==> config.mk <==
export PLATFORM = sky130hd
export DESIGN_NAME = mux_sel_sequencer
export DESIGN_NICKNAME = d
export VERILOG_FILES = /design/src/rtl/mux_sel_sequencer.sv
export SDC_FILE = /design/constraint.sdc
export NUM_CORES = 1
export LEC_CHECK = 0
export ABC_AREA = 1
export CELL_PAD_IN_SITES_DETAIL_PLACEMENT = 1
export CELL_PAD_IN_SITES_GLOBAL_PLACEMENT = 2
export CORE_UTILIZATION = 36
export DETAILED_ROUTE_END_ITERATION = 16
export DONT_BUFFER_PORTS = 1
export GPL_TIMING_DRIVEN = 1
export PLACE_DENSITY_LB_ADDON = 0.25
export SLEW_MARGIN = 0
export SYNTH_ARGS = -nofsm -noshare
export SYNTH_HDL_FRONTEND = slang
export SYNTH_SLANG_ARGS = --single-unit
==> constraint.sdc <==
create_clock -name clk -period 1.49 [get_ports clk]
set_input_delay 0.298 -clock clk [delete_from_list [all_inputs] [get_ports clk]]
set_output_delay 0.298 -clock clk [all_outputs]
set_load 0.02 [all_outputs]
==> src/rtl/mux_sel_sequencer.sv <==
// mux_sel_sequencer: drives an 8:1 bit-select mux through all eight selects and reassembles its output
//
// Ports:
//   clk      - single clock, rising edge
//   rst_n    - asynchronous active-low reset
//   start    - scan request, honoured only while idle
//   abort    - synchronous cancel of an in-progress scan
//   data_in  - word latched onto the mux data input at acceptance
//   mux_f    - mux output fed back (combinational from mux_in/mux_sel)
//   mux_in   - latched word driving the mux data input
//   mux_sel  - mux select, stepped once per clock while scanning
//   busy     - high from acceptance until the return to idle
//   done     - one-cycle pulse when rx_data is refreshed
//   rx_data  - reassembled byte, held until the next done
//   err      - registered mismatch flag (rx_data vs mux_in)
//
// Parameter DIR: 0 scans select 0->7, 1 scans select 7->0.
// Macro MUX_SEQ_CHECK_EN: when defined, builds the rx_data/mux_in compare
// driving err; otherwise err is tied low.
module mux_sel_sequencer #(
    parameter bit DIR = 1'b0
) (
    input  logic       clk,
    input  logic       rst_n,
    input  logic       start,
    input  logic       abort,
    input  logic [7:0] data_in,
    input  logic       mux_f,
    output logic [7:0] mux_in,
    output logic [2:0] mux_sel,
    output logic       busy,
    output logic       done,
    output logic [7:0] rx_data,
    output logic       err
);
    typedef enum logic [1:0] {IDLE, SCAN, DONE} state_t;

    localparam logic [2:0] FIRST = DIR ? 3'd7 : 3'd0;

    state_t     state;
    logic [2:0] cnt;
    logic [7:0] shadow;
    logic [7:0] captured;
    logic [2:0] nxt_sel;

    // Bits land at their select index, so arrival order does not matter.
    always_comb begin
        captured          = shadow;
        captured[mux_sel] = mux_f;
    end

    assign nxt_sel = DIR ? mux_sel - 3'd1 : mux_sel + 3'd1;

`ifndef MUX_SEQ_CHECK_EN
    assign err = 1'b0;
`endif

    always_ff @(posedge clk or negedge rst_n) begin
        if (!rst_n) begin
            state   <= IDLE;
            mux_in  <= 8'd0;
            mux_sel <= 3'd0;
            busy    <= 1'b0;
            done    <= 1'b0;
            rx_data <= 8'd0;
            cnt     <= 3'd0;
            shadow  <= 8'd0;
`ifdef MUX_SEQ_CHECK_EN
            err     <= 1'b0;
`endif
        end else begin
            case (state)
                IDLE: if (start) begin
                    state   <= SCAN;
                    busy    <= 1'b1;
                    mux_in  <= data_in;
                    mux_sel <= FIRST;
                    cnt     <= 3'd0;
`ifdef MUX_SEQ_CHECK_EN
                    err     <= 1'b0;
`endif
                end
                SCAN: if (abort) begin
                    state <= IDLE;
                    busy  <= 1'b0;
                end else begin
                    shadow  <= captured;
                    mux_sel <= nxt_sel;
                    cnt     <= cnt + 3'd1;
                    if (cnt == 3'd7) begin
                        rx_data <= captured;
                        done    <= 1'b1;
                        state   <= DONE;
`ifdef MUX_SEQ_CHECK_EN
                        err     <= captured != mux_in;
`endif
                    end
                end
                DONE: begin
                    done  <= 1'b0;
                    busy  <= 1'b0;
                    state <= IDLE;
                end
                default: state <= IDLE;
            endcase
        end
    end
endmodule

After elaboration in Yosys (flattened, before gate mapping)
Index checks and enable logic that the tools add are counted.

Bits in registers: 34. Bits of input ports: 13. Output and inout bits: 22.

Add/sub/neg operators: 2. $lt $le $gt $ge: 2. Equal/unequal tests: 8. Multiplexer cells: 18. Bitwise logic cells: 1. Reductions and logical operators: 12.

Operators by type and width (count): $pmux 3 s2 (2); $reduce_and 3->1 (4); $mux 3 (3); $bwmux 8 (1); $ne 2x2->1 const B (4); $add 3x1->3 const B (2); $mux 2 (3); $reduce_and 2->1 (3); $mux 1 (5); $lt 3x4->1 const B (1); $pmux 2 s2 (1); $reduce_bool 2->1 (2); $demux 1 s3 (1); $eq 3x3->1 const B (1); $ge 3x1->1 const B (1); $ne 3x3->1 const B (1); $pmux 1 s3 (1); $reduce_bool 3->1 (1); $eq 2x1->1 const B (1); $eq 2x2->1 const B (1); $logic_not 2->1 (1); $pmux 1 s2 (1); $logic_and 1x1->1 (1); $not 1->1 (1).

Depth between registers and ports, before layout
Gate-level depths: netlist of run 1.

Depth after elaboration: 5. Mapped depth: 8. Mapped depth without buffers: 8.

Worst setup path after synthesis of run 1
OpenSTA, ideal clock, no wires.

Path kind: reg-to-reg. From: reg cnt[0]. To: reg done. Library setup time: 0.120 ns. Data arrival time: 1.197 ns. Data required time: 1.370 ns. Slack: 0.173 ns. Cell stages (with the launch flop): 8. Buffers on the path: 1. Period minus slack after synthesis: 1.317 ns. Cell sequence: dfrtp_1 > ha_1 > ha_1 > inv_1 > nor2_2 > buf_4 > o21ai_0 > inv_1.

Cells in the longest elaborated chain, start to end: 3.

Ends and longest elaborated chain: from (decl) (RTL line 41) `logic [2:0] cnt;`; from (signal assigned) (RTL line 89) `cnt <= cnt + 3'd1;`; $eq 3x3->1 (RTL line 90) `if (cnt == 3'd7) begin`; $ne 2x2->1 (no source line); $reduce_and 3->1 (no source line); to (signal assigned) (RTL line 64) `done <= 1'b0;`; to (signal assigned) (RTL line 92) `done <= 1'b1;`; to (signal assigned) (RTL line 100) `done <= 1'b0;`; to (decl) (RTL line 32) `output logic done,`.

No other way between the ends. A chain may end at the register's enable or synchronous reset.

Worst setup path after layout of run 1
From: reg mux_sel[2]. To: out mux_sel[2].

RTL lines: from (decl) (RTL line 30) `output logic [2:0] mux_sel,`; from (signal assigned) (RTL line 88) `mux_sel <= nxt_sel;`.

No word-level cell between the ends.

==> impl_metrics.env, run 1 <==
export IMPL_ys_top_cells_by_area="dfrtp_1 (49%), nand2_1 (17%), nand3_1 (9.0%), ha_1 (5.8%), inv_1 (4.1%)"
export IMPL_dpl_hpwl_um=3050
export IMPL_timing_final_crit_share_pct=93.84
export IMPL_tritoncts_num_sinks=34
export IMPL_timing_clock_skew_ns=0.005869
export IMPL_mean_instance_size_in_the_synthesized_netlist_um2=8.244
export IMPL_fp_dieW_um=71.18
export IMPL_crit_start="mux_sel[2]"
export IMPL_grt_total_usage_pct=18.03
export IMPL_cts_htree_levels=2
export IMPL_placeableCoreArea_um2=4474
export IMPL_fin_nets=245
export IMPL_timing_worst_setup_path_type="reg2out"
export IMPL_number_of_antenna_violations_at_the_first_check_in_global_routing=0
export IMPL_gr_total_overflow=0
export IMPL_setup_total_negative_slack_ns=0
export IMPL_cts_tree="done"
export IMPL_gp_congestion=0.7652
export IMPL_clock_tree_buffer_depth=2
export IMPL_cts_inserted_buffers=5
export IMPL_maxClockFrequency_ghz=0.7152
export IMPL_hold_path_class="in2reg"
export IMPL_synth_cells=209
export IMPL_reg2reg_from="state[0]"
export IMPL_final_antenna_net_count=0
export IMPL_floorplan_io_pins=35
export IMPL_timing_final_ws_setup_ns=0.09183
export IMPL_yosysSeqAreaShare_pct=49.38
export IMPL_vdd_ir_drop_max_uv=724.2
export IMPL_synthesis_yosys_warnings=0
export IMPL_worst_endpoint_arrival_ns=1.10
export IMPL_synthesis_nets=230
export IMPL_clock_insertion_delay_worst_skew_ns=0.29
export IMPL_worstSetupEndpoint="mux_sel[2]"
export IMPL_wire_length_of_the_first_global_routing_pass_um=6886
export IMPL_p_leak_nw=1.070
export IMPL_worst_endpoint_required_ns=1.19
export IMPL_input_output_buffers=0
export IMPL_drt_iter0_drc=77
export IMPL_synth_commonest_cells="nand2_1 (79), dfrtp_1 (34), nand3_1 (31)"
export IMPL_clk_root_buffer_cell="clkbuf_8"
export IMPL_hold_path_startpoint="start"
export IMPL_clk_pin_slew_ns=0.07
export IMPL_synth_most_common_cell="nand2_1"
export IMPL_cp_num_buf_inv=1
export IMPL_setup_viol=0
export IMPL_number_of_global_route_vias_before_repair=1484
export IMPL_synth_largest_area_cell="dfrtp_1"
export IMPL_diodes_inserted=0
export IMPL_dr_total_vias=1394
export IMPL_synthFlopType="dfrtp_1"
export IMPL_r2r_end="mux_sel[1]"
export IMPL_synth_largest_type_area_fraction_pct=49.38
export IMPL_whs_ns=0.1367
export IMPL_synth_edff_count=0
export IMPL_initial_utilization_pct=38.51
export IMPL_crit_path_end_kind="primary output"
export IMPL_period_needed_ns=1.398
export IMPL_failed_checks="design-rule violations"
export IMPL_critical_path_cell_chain="buf_4"
export IMPL_routed_wl_um=4116
export IMPL_detail_route_first_pass_iterations=12
export IMPL_route_detailed_drc=2
export IMPL_critPathSlowestCell="dfrtp_1"
export IMPL_final_util_pct=43.82
export IMPL_avgRoutedWirePerCell_um=14.91
export IMPL_netlist_cell_type_count=21
export IMPL_outcome="finished with violations"
export IMPL_final_max_slew_viol_count=0
export IMPL_synth_seq_cells=34
export IMPL_pwr_density_cell_nw_per_um2=1822
export IMPL_die_height_um=71.18
export IMPL_grt_setup_unrepaired="yes"
export IMPL_grt_max_degree=35
export IMPL_place_detailed_instances=264
export IMPL_critPathLaunchType="register"
export IMPL_reg2reg_depth=8
export IMPL_mappedNetlistArea_um2=1723
export IMPL_critical_path_max_stage_delay_ns=0.59
export IMPL_worst_path_stages=1
export IMPL_final_hold_viol_count=0
export IMPL_maxCapViolCount=0
export IMPL_path_delay_family="flip-flops"
export IMPL_worst_slack_at_placement_ns=-0.1267
export IMPL_drive_gt1_share_pct=15.63
export IMPL_async_flop_share_pct=100.0
export IMPL_layoutNonFillerInstCount=276
export IMPL_drt_vias_per_instance=5.051
export IMPL_reg2reg_slack_ns=0.12
export IMPL_die_area_um2=5067
export IMPL_area_growth_synth_to_final_pct=13.80
export IMPL_row_count=24
export IMPL_critical_path_max_fanout=13
[cell type report]
| type | count | area [µm²] |
|---|---|---|
| Fill cell | 550 | 2514 |
| Sequential cell | 34 | 850.8 |
| Multi-Input combinational cell | 146 | 742.0 |
| Timing Repair Buffer | 16 | 142.6 |
| Inverter | 21 | 81.33 |
| Clock buffer | 5 | 68.82 |
| Tap cell | 52 | 65.06 |
| Clock inverter | 2 | 10.01 |
[sequential cells by signal (all words and copies together) (netlist names)]
| signal | cells |
|---|---|
| state | 2 |
| mux_sel | 3 |
| cnt | 3 |
| mux_in | 8 |
| rx_data | 8 |
| busy | 1 |
| done | 1 |
| shadow | 8 |
[logic make-up (layout without fill, tap and decap cells)]
kind of cell,after synthesis,after routing,share of synthesized area [%]
AO/OA/AOI/OAI,9,9,3.340
other,1,1,0.2177
buffers and inverters,29,44,7.988
adder cells (fa/ha/maj),8,8,5.810
AND/OR/NAND/NOR,128,128,33.26
flip-flops,34,34,49.38
[repair_timing]
item,CTS,global route
resized for setup,3,4
setup endpoints to repair,11,18
hold endpoints to repair,34,0
setup buffers,0,3
hold buffers,2,0
[worst min path at each step]
stage	to	slack, ns	cells after the start
after floorplan	busy	0.002	0
after global placement	shadow[2]	0.004	0
after detailed placement	shadow[1]	0.003	0
after CTS	mux_in[7]	0.13	2
after global routing	mux_in[6]	0.13	2
final	mux_in[6]	0.14	2
[layout by cell type, fill, tap and decap left out, types with 2 or more instances in the layout]
master	instances
o21ai_0	3
nand2_2	4
nor2_1	3
nand2_4	3
nand2_1	79
inv_1	18
nand3_1	31
o21ai_2	2
clkbuf_8	5
ha_1	7
dfrtp_1	34
o21bai_1	2
nand4_1	6
buf_4	13
clkinv_2	2
o21ai_1	2
[power breakdown]
group          switching (W)  leakage (nW)  internal [W]
combinational       0.000798         0.579      0.000496
sequential          0.000424         0.448       0.00121
clock               0.000327        0.0438      0.000313
total                0.00155          1.07       0.00202
[metal layers]
layer,global-route usage (%),up-vias,wire [µm]
met5,0,-,0
met4,6.000,0,44
met3,5.983,5,189
met2,31.43,29,2134
met1,20.77,669,1747
li1,-,691,-
[metrics by stage]
step	power (W)	cell area, µm²
detailed placement	0.002887	1812
global route	0.003865	1961
global placement	0.002795	1812
CTS	0.003585	1933
finish	0.003572	1961
floorplan	0.002520	1723
Note: power is estimated with default switching activity, not from simulation.
==> run 2: changes to the inputs <==
--- a/config.mk
+++ b/config.mk
@@ -11,8 +11,8 @@
 export CORE_UTILIZATION = 36
 export DETAILED_ROUTE_END_ITERATION = 16
 export DONT_BUFFER_PORTS = 1
-export GPL_TIMING_DRIVEN = 1
-export PLACE_DENSITY_LB_ADDON = 0.25
+export GPL_TIMING_DRIVEN = 0
+export PLACE_DENSITY_LB_ADDON = 0.1
 export SLEW_MARGIN = 0
 export SYNTH_ARGS = -nofsm -noshare
 export SYNTH_HDL_FRONTEND = slang
==> run 2 against run 1 <==
  * The flow still finishes with violations (design-rule violations)
  * Clock skew increased by 0.0050 ns
  * Die area stayed put
  * Worst hold slack better by 0.0092 ns
  * Setup slack lost 0.0049 ns
  * Largest power group unchanged
==> impl_metrics.env, run 2 (synthesized netlist as in run 1, its figures left out) <==
export IMPL_period_needed_ns=1.403
export IMPL_clock_tree_buffer_depth=2
export IMPL_dpl_hpwl_um=2906
export IMPL_gr_total_overflow=0
export IMPL_wire_length_of_the_first_global_routing_pass_um=7010
export IMPL_timing_worst_setup_path_type="reg2reg"
export IMPL_avgRoutedWirePerCell_um=15.06
export IMPL_clk_pin_slew_ns=0.07
export IMPL_number_of_antenna_violations_at_the_first_check_in_global_routing=0
export IMPL_final_max_slew_viol_count=0
export IMPL_drive_gt1_share_pct=16.82
export IMPL_dr_total_vias=1364
export IMPL_timing_clock_skew_ns=0.01087
export IMPL_setup_viol=0
export IMPL_layoutNonFillerInstCount=272
export IMPL_fill_cells=547
export IMPL_layout_cells_most_common="nand2_1"
export IMPL_worst_endpoint_required_ns=1.67
export IMPL_grt_total_usage_pct=18.20
export IMPL_initial_utilization_pct=38.51
export IMPL_tritoncts_num_sinks=34
export IMPL_timing_final_crit_share_pct=94.16
export IMPL_worst_hold_path_num_cells=2
export IMPL_layout_cells_most_common_list="nand2_1 (79), dfrtp_1 (33), nand3_1 (31)"
export IMPL_reg2reg_depth=7
export IMPL_clock_insertion_delay_worst_skew_ns=0.29
export IMPL_floorplan_io_pins=35
export IMPL_gp_congestion=0.7454
export IMPL_crit_path_end_kind="register"
export IMPL_place_detailed_instances=261
export IMPL_die_area_um2=5067
export IMPL_failed_checks="design-rule violations"
export IMPL_grt_setup_unrepaired="no"
export IMPL_fin_nets=240
export IMPL_route_detailed_drc=1
export IMPL_top_regs="mux_in: 8 flops, rx_data: 8 flops, shadow: 8 flops"
export IMPL_cts_tree="done"
export IMPL_maxClockFrequency_ghz=0.7127
export IMPL_die_height_um=71.18
export IMPL_p_leak_nw=1.053
export IMPL_final_antenna_net_count=0
export IMPL_routed_wl_um=4095
export IMPL_drt_vias_per_instance=5.015
export IMPL_placeableCoreArea_um2=4474
export IMPL_maxCapViolCount=0
export IMPL_cts_htree_levels=2
export IMPL_diodes_inserted=0
export IMPL_vdd_ir_drop_max_uv=867.3
export IMPL_final_util_pct=43.46
export IMPL_cts_inserted_buffers=5
export IMPL_hold_path_class="in2reg"
export IMPL_pwr_density_cell_nw_per_um2=1848
export IMPL_number_of_global_route_vias_before_repair=1542
export IMPL_setup_total_negative_slack_ns=0
export IMPL_row_count=24
export IMPL_detail_route_first_pass_iterations=13
export IMPL_final_hold_viol_count=0
export IMPL_grt_max_degree=35
export IMPL_outcome="finished with violations"
export IMPL_drt_iter0_drc=44
export IMPL_input_output_buffers=0
export IMPL_critPathLaunchType="register"
export IMPL_clk_root_buffer_cell="clkbuf_8"
export IMPL_area_growth_synth_to_final_pct=12.85
export IMPL_fp_dieW_um=71.18
export IMPL_critical_path_max_fanout=10
export IMPL_worst_endpoint_arrival_ns=1.58
## run 2: cell count changes in the layout (fill, tap and decap cells not counted), sizes merged
cell,before,now
buf,15,10
clkinv,3,2
clkinvlp,0,1
clkbuf,5,6
## run 2: final timing paths
| path | slack, ns | end | start |
|---|---|---|---|
| hold reg to reg | 0.49 | shadow[6] | shadow[6] |
| setup / recovery | 0.09 | done | cnt[0] |
| setup reg to reg | 0.09 | done | cnt[0] |
| hold / removal | 0.15 | mux_in[7] | data_in[7] |
| max in group asynchronous | 0.82 | state[0] | rst_n |
| min in group asynchronous | 0.47 | shadow[2] | rst_n |
## run 2: what timing repair did
action	4_1_cts	5_1_grt
setup endpoints to repair	8	26
gates resized for setup	3	8
hold buffers	2	0
endpoints found under the hold margin	34	0
setup buffers	0	1
## run 2: final cells by class
cell class / count / area [µm²] / area share [%]
tap: 52 / 65.06 / 3.346
multi-input combinational: 146 / 753.2 / 38.74
sequential: 34 / 852.1 / 43.82
clock buffer: 6 / 82.58 / 4.247
buffer: 8 / 62.56 / 3.218
timing repair buffer: 3 / 37.54 / 1.931
inverter: 21 / 78.83 / 4.054
clock inverter: 2 / 12.51 / 0.6435
## run 2: worst max-delay path: stages, from the launching register on
cell and delay, ns:
dfrtp_1 0.40, ha_1 0.21, ha_1 0.19, inv_2 0.08, nor2_2 0.05, buf_4 0.18
o21ai_2 0.13, inv_1 0.05
## run 2: through the flow
stage               hold WS (ns)  total power, W  worst slack (ns)  instance area [µm²]
floorplan               0.002409        0.002520            0.1735                 1723
global placement        0.003211        0.002749           0.05334                 1788
detailed placement      0.003231        0.002834          -0.02106                 1788
CTS                       0.1337        0.003618           0.01870                 1918
global route              0.1445        0.003883          0.002944                 1944
finish                    0.1459        0.003593           0.08698                 1944
## run 2: layer usage
metal  share of wire (%)  GRT usage, %  vias to the layer above
met5                   0             0                        -
met3                 5.3         5.556                        6
li1                    -             -                      679
met4                 1.6         6.889                        0
met1                  43         20.91                      650
met2                  50         31.75                       29
## run 2: report_power, final
group | switching [W] | internal, W | leakage [nW]
clock | 0.000354 | 0.000371 | 0.0472
sequential | 0.000428 | 0.00122 | 0.447
combinational | 0.000782 | 0.000441 | 0.559
==> run 3: changes to the inputs <==
--- a/config.mk
+++ b/config.mk
@@ -13,7 +13,7 @@
 export DONT_BUFFER_PORTS = 1
 export GPL_TIMING_DRIVEN = 0
 export PLACE_DENSITY_LB_ADDON = 0.1
-export SLEW_MARGIN = 0
+export SLEW_MARGIN = 10
 export SYNTH_ARGS = -nofsm -noshare
 export SYNTH_HDL_FRONTEND = slang
 export SYNTH_SLANG_ARGS = --single-unit
==> constraint.sdc (replaced) <==
create_clock -name clk -period 1.49 [get_ports clk]
set_input_delay 0.298 -clock clk [delete_from_list [all_inputs] [get_ports clk]]
set_output_delay 0.298 -clock clk [all_outputs]
set_load 0.1 [all_outputs]
==> run 3 against run 2 <==
  * The flow still finishes with violations (design-rule violations)
  * Critical path depth unchanged
  * First-iteration DRC count shrank 20%
  * Die area did not move
  * Setup slack worse by 0.0025 ns
  * Power rose by 27%
  * Clock power down 14%
  * Cell count decreased by 0.37%
  * Maximum frequency shrank 0.18%
  * Global-route usage fell by 0.63 points
  * Routed wire length is 2.0% lower
  * Clock skew fell by 0.0059 ns
  * Count of clock-buffer cells in the layout increased by 1
  * Critical endpoint unchanged
==> impl_metrics.env, run 3 (synthesized netlist as in run 1, its figures left out) <==
export IMPL_outcome="finished with violations"
export IMPL_failed_checks="design-rule violations"
export IMPL_reg2reg_slack_ns=0.08
export IMPL_clock_tree_buffer_depth=2
export IMPL_avgRoutedWirePerCell_um=14.82
export IMPL_area_growth_synth_to_final_pct=14.02
export IMPL_setup_total_negative_slack_ns=0
export IMPL_grt_max_degree=35
export IMPL_dpl_hpwl_um=2815
export IMPL_p_leak_nw=1.014
export IMPL_hold_path_class="in2reg"
export IMPL_timing_worst_setup_path_type="reg2reg"
export IMPL_die_area_um2=5067
export IMPL_worst_hold_path_num_cells=2
export IMPL_crit_path_end_kind="register"
export IMPL_wire_length_of_the_first_global_routing_pass_um=6879
export IMPL_clock_insertion_delay_worst_skew_ns=0.28
export IMPL_layout_cells_most_common_list="nand2_1 (79), nand3_1 (31), dfrtp_2 (19)"
export IMPL_critical_path_max_stage_delay_ns=0.40
export IMPL_hold_path_startpoint="data_in[4]"
export IMPL_critPathSlowestCell="dfrtp_1"
export IMPL_floorplan_io_pins=35
export IMPL_route_detailed_drc=3
export IMPL_dr_total_vias=1371
export IMPL_grt_total_usage_pct=17.58
export IMPL_total_power_w=0.004572
export IMPL_cts_tree="done"
export IMPL_reg2reg_from="cnt[0]"
export IMPL_cts_htree_levels=2
export IMPL_worst_endpoint_required_ns=1.65
export IMPL_fp_dieW_um=71.18
export IMPL_maxClockFrequency_ghz=0.7115
export IMPL_die_height_um=71.18
export IMPL_reg2reg_depth=7
export IMPL_clk_pin_slew_ns=0.06
export IMPL_drt_vias_per_instance=5.059
export IMPL_timing_final_crit_share_pct=94.33
export IMPL_drive_gt1_share_pct=25.11
export IMPL_final_antenna_net_count=0
export IMPL_hold_path_end="mux_in[4]"
export IMPL_gr_total_overflow=0
export IMPL_input_output_buffers=0
export IMPL_crit_start="cnt[0]"
export IMPL_fin_nets=240
export IMPL_number_of_global_route_vias_before_repair=1490
export IMPL_setup_viol=0
export IMPL_worst_endpoint_arrival_ns=1.57
export IMPL_diodes_inserted=0
export IMPL_cpMostUsedCell="ha_1"
export IMPL_r2r_end="done"
export IMPL_routed_wl_um=4015
export IMPL_maxCapViolCount=0
export IMPL_critical_path_max_fanout=10
export IMPL_pwr_density_cell_nw_per_um2=2327
export IMPL_initial_utilization_pct=38.51
export IMPL_number_of_antenna_violations_at_the_first_check_in_global_routing=0
export IMPL_detail_route_first_pass_iterations=12
export IMPL_final_hold_viol_count=0
export IMPL_placeableCoreArea_um2=4474
export IMPL_drt_iter0_drc=35
export IMPL_clk_root_buffer_cell="clkbuf_8"
export IMPL_row_count=24
export IMPL_gp_congestion=0.7276
export IMPL_vdd_ir_drop_max_uv=1126
export IMPL_layout_cells_most_common="nand2_1"
export IMPL_final_max_slew_viol_count=0
export IMPL_tritoncts_num_sinks=34
export IMPL_cts_inserted_buffers=5
export IMPL_timing_clock_skew_ns=0.005019
export IMPL_whs_ns=0.1589
export IMPL_critical_path_cell_chain="ha_1, ha_1, inv_2, nor2_2, buf_4, o21ai_1, inv_1"
export IMPL_critPathLaunchType="register"
export IMPL_period_needed_ns=1.406
export IMPL_top_regs="mux_in: 8 flops, rx_data: 8 flops, shadow: 8 flops"
-- run 3: cell count changes in the layout (fill, tap and decap cells not counted), moves of 2 or more --
| cell | delta |
|---|---|
| clkbuf_1 | +2 |
| dfrtp_1 | -21 |
| dfrtp_2 | +18 |
| dfrtp_4 | +3 |
-- run 3: timing repair --
item / 4_1_cts / 5_1_grt
resized for setup: 21 / 14
setup endpoints to repair: 41 / 31
hold buffers: 2 / 0
setup buffers: 0 / 1
endpoints found under the hold margin: 34 / 0
-- run 3: how the worst max path moves through the flow --
stage	endpoint	slack, ns	cells after the start
5_1_grt	cnt[0]	-0.007	8
4_1_cts	cnt[0]	-0.004	8
6_report	done	0.08	7
3_3_place_gp	shadow[4]	-0.01	6
3_5_place_dp	cnt[0]	-0.03	8
2_1_floorplan	rx_data[4]	0.1	6
-- run 3: layout make-up --
cell class                      instances  area [µm²]
Clock buffer                            7       76.32
Multi-Input combinational cell        146       752.0
Buffer                                  8       68.82
Sequential cell                        34       885.9
Fill cell                             535        2510
Inverter                               21       78.83
Tap cell                               52       65.06
Timing Repair Buffer                    3       37.54
-- run 3: report_power, final --
part | switching, W | total (W) | leakage [nW] | internal, W
Combinational | 0.000795 | 0.00125 | 0.560 | 0.000453
Sequential | 0.00145 | 0.00270 | 0.416 | 0.00125
Clock | 0.000305 | 0.000626 | 0.0383 | 0.000321
-- run 3: critical path, delay by kind of cell (launching register included) --
kind	cells	cell delay, ns
and+or+nand+nor	1	0.05
adders and majority gates	2	0.40
AOI/OAI and AO/OA	1	0.13
DFF	1	0.40
buffers and inverters	3	0.30
-- run 3: per-layer routing --
metal  wire length (µm)  global-route usage [%]  up-vias  part of all wire (%)
li1                   -                       -      683                     -
met1               1752                   20.92      656                    44
met2               2033                   31.22       30                    51
met3                203                   4.274        2                   5.1
met4                 26                   5.333        0                  0.65
met5                  0                       0        -                     0
-- run 3: metrics by stage --
stage / worst slack, ns / cells / instance area [µm²] / util, %
after global routing: -0.006721 / 271 / 1964 / 43.90
after floorplan: 0.09744 / 209 / 1727 / -
final: 0.08445 / 271 / 1964 / 43.90
after CTS: -0.004059 / 270 / 1926 / 43.04
after global placement: -0.01156 / 261 / 1792 / 40.04
after detailed placement: -0.03323 / 261 / 1792 / 40.04
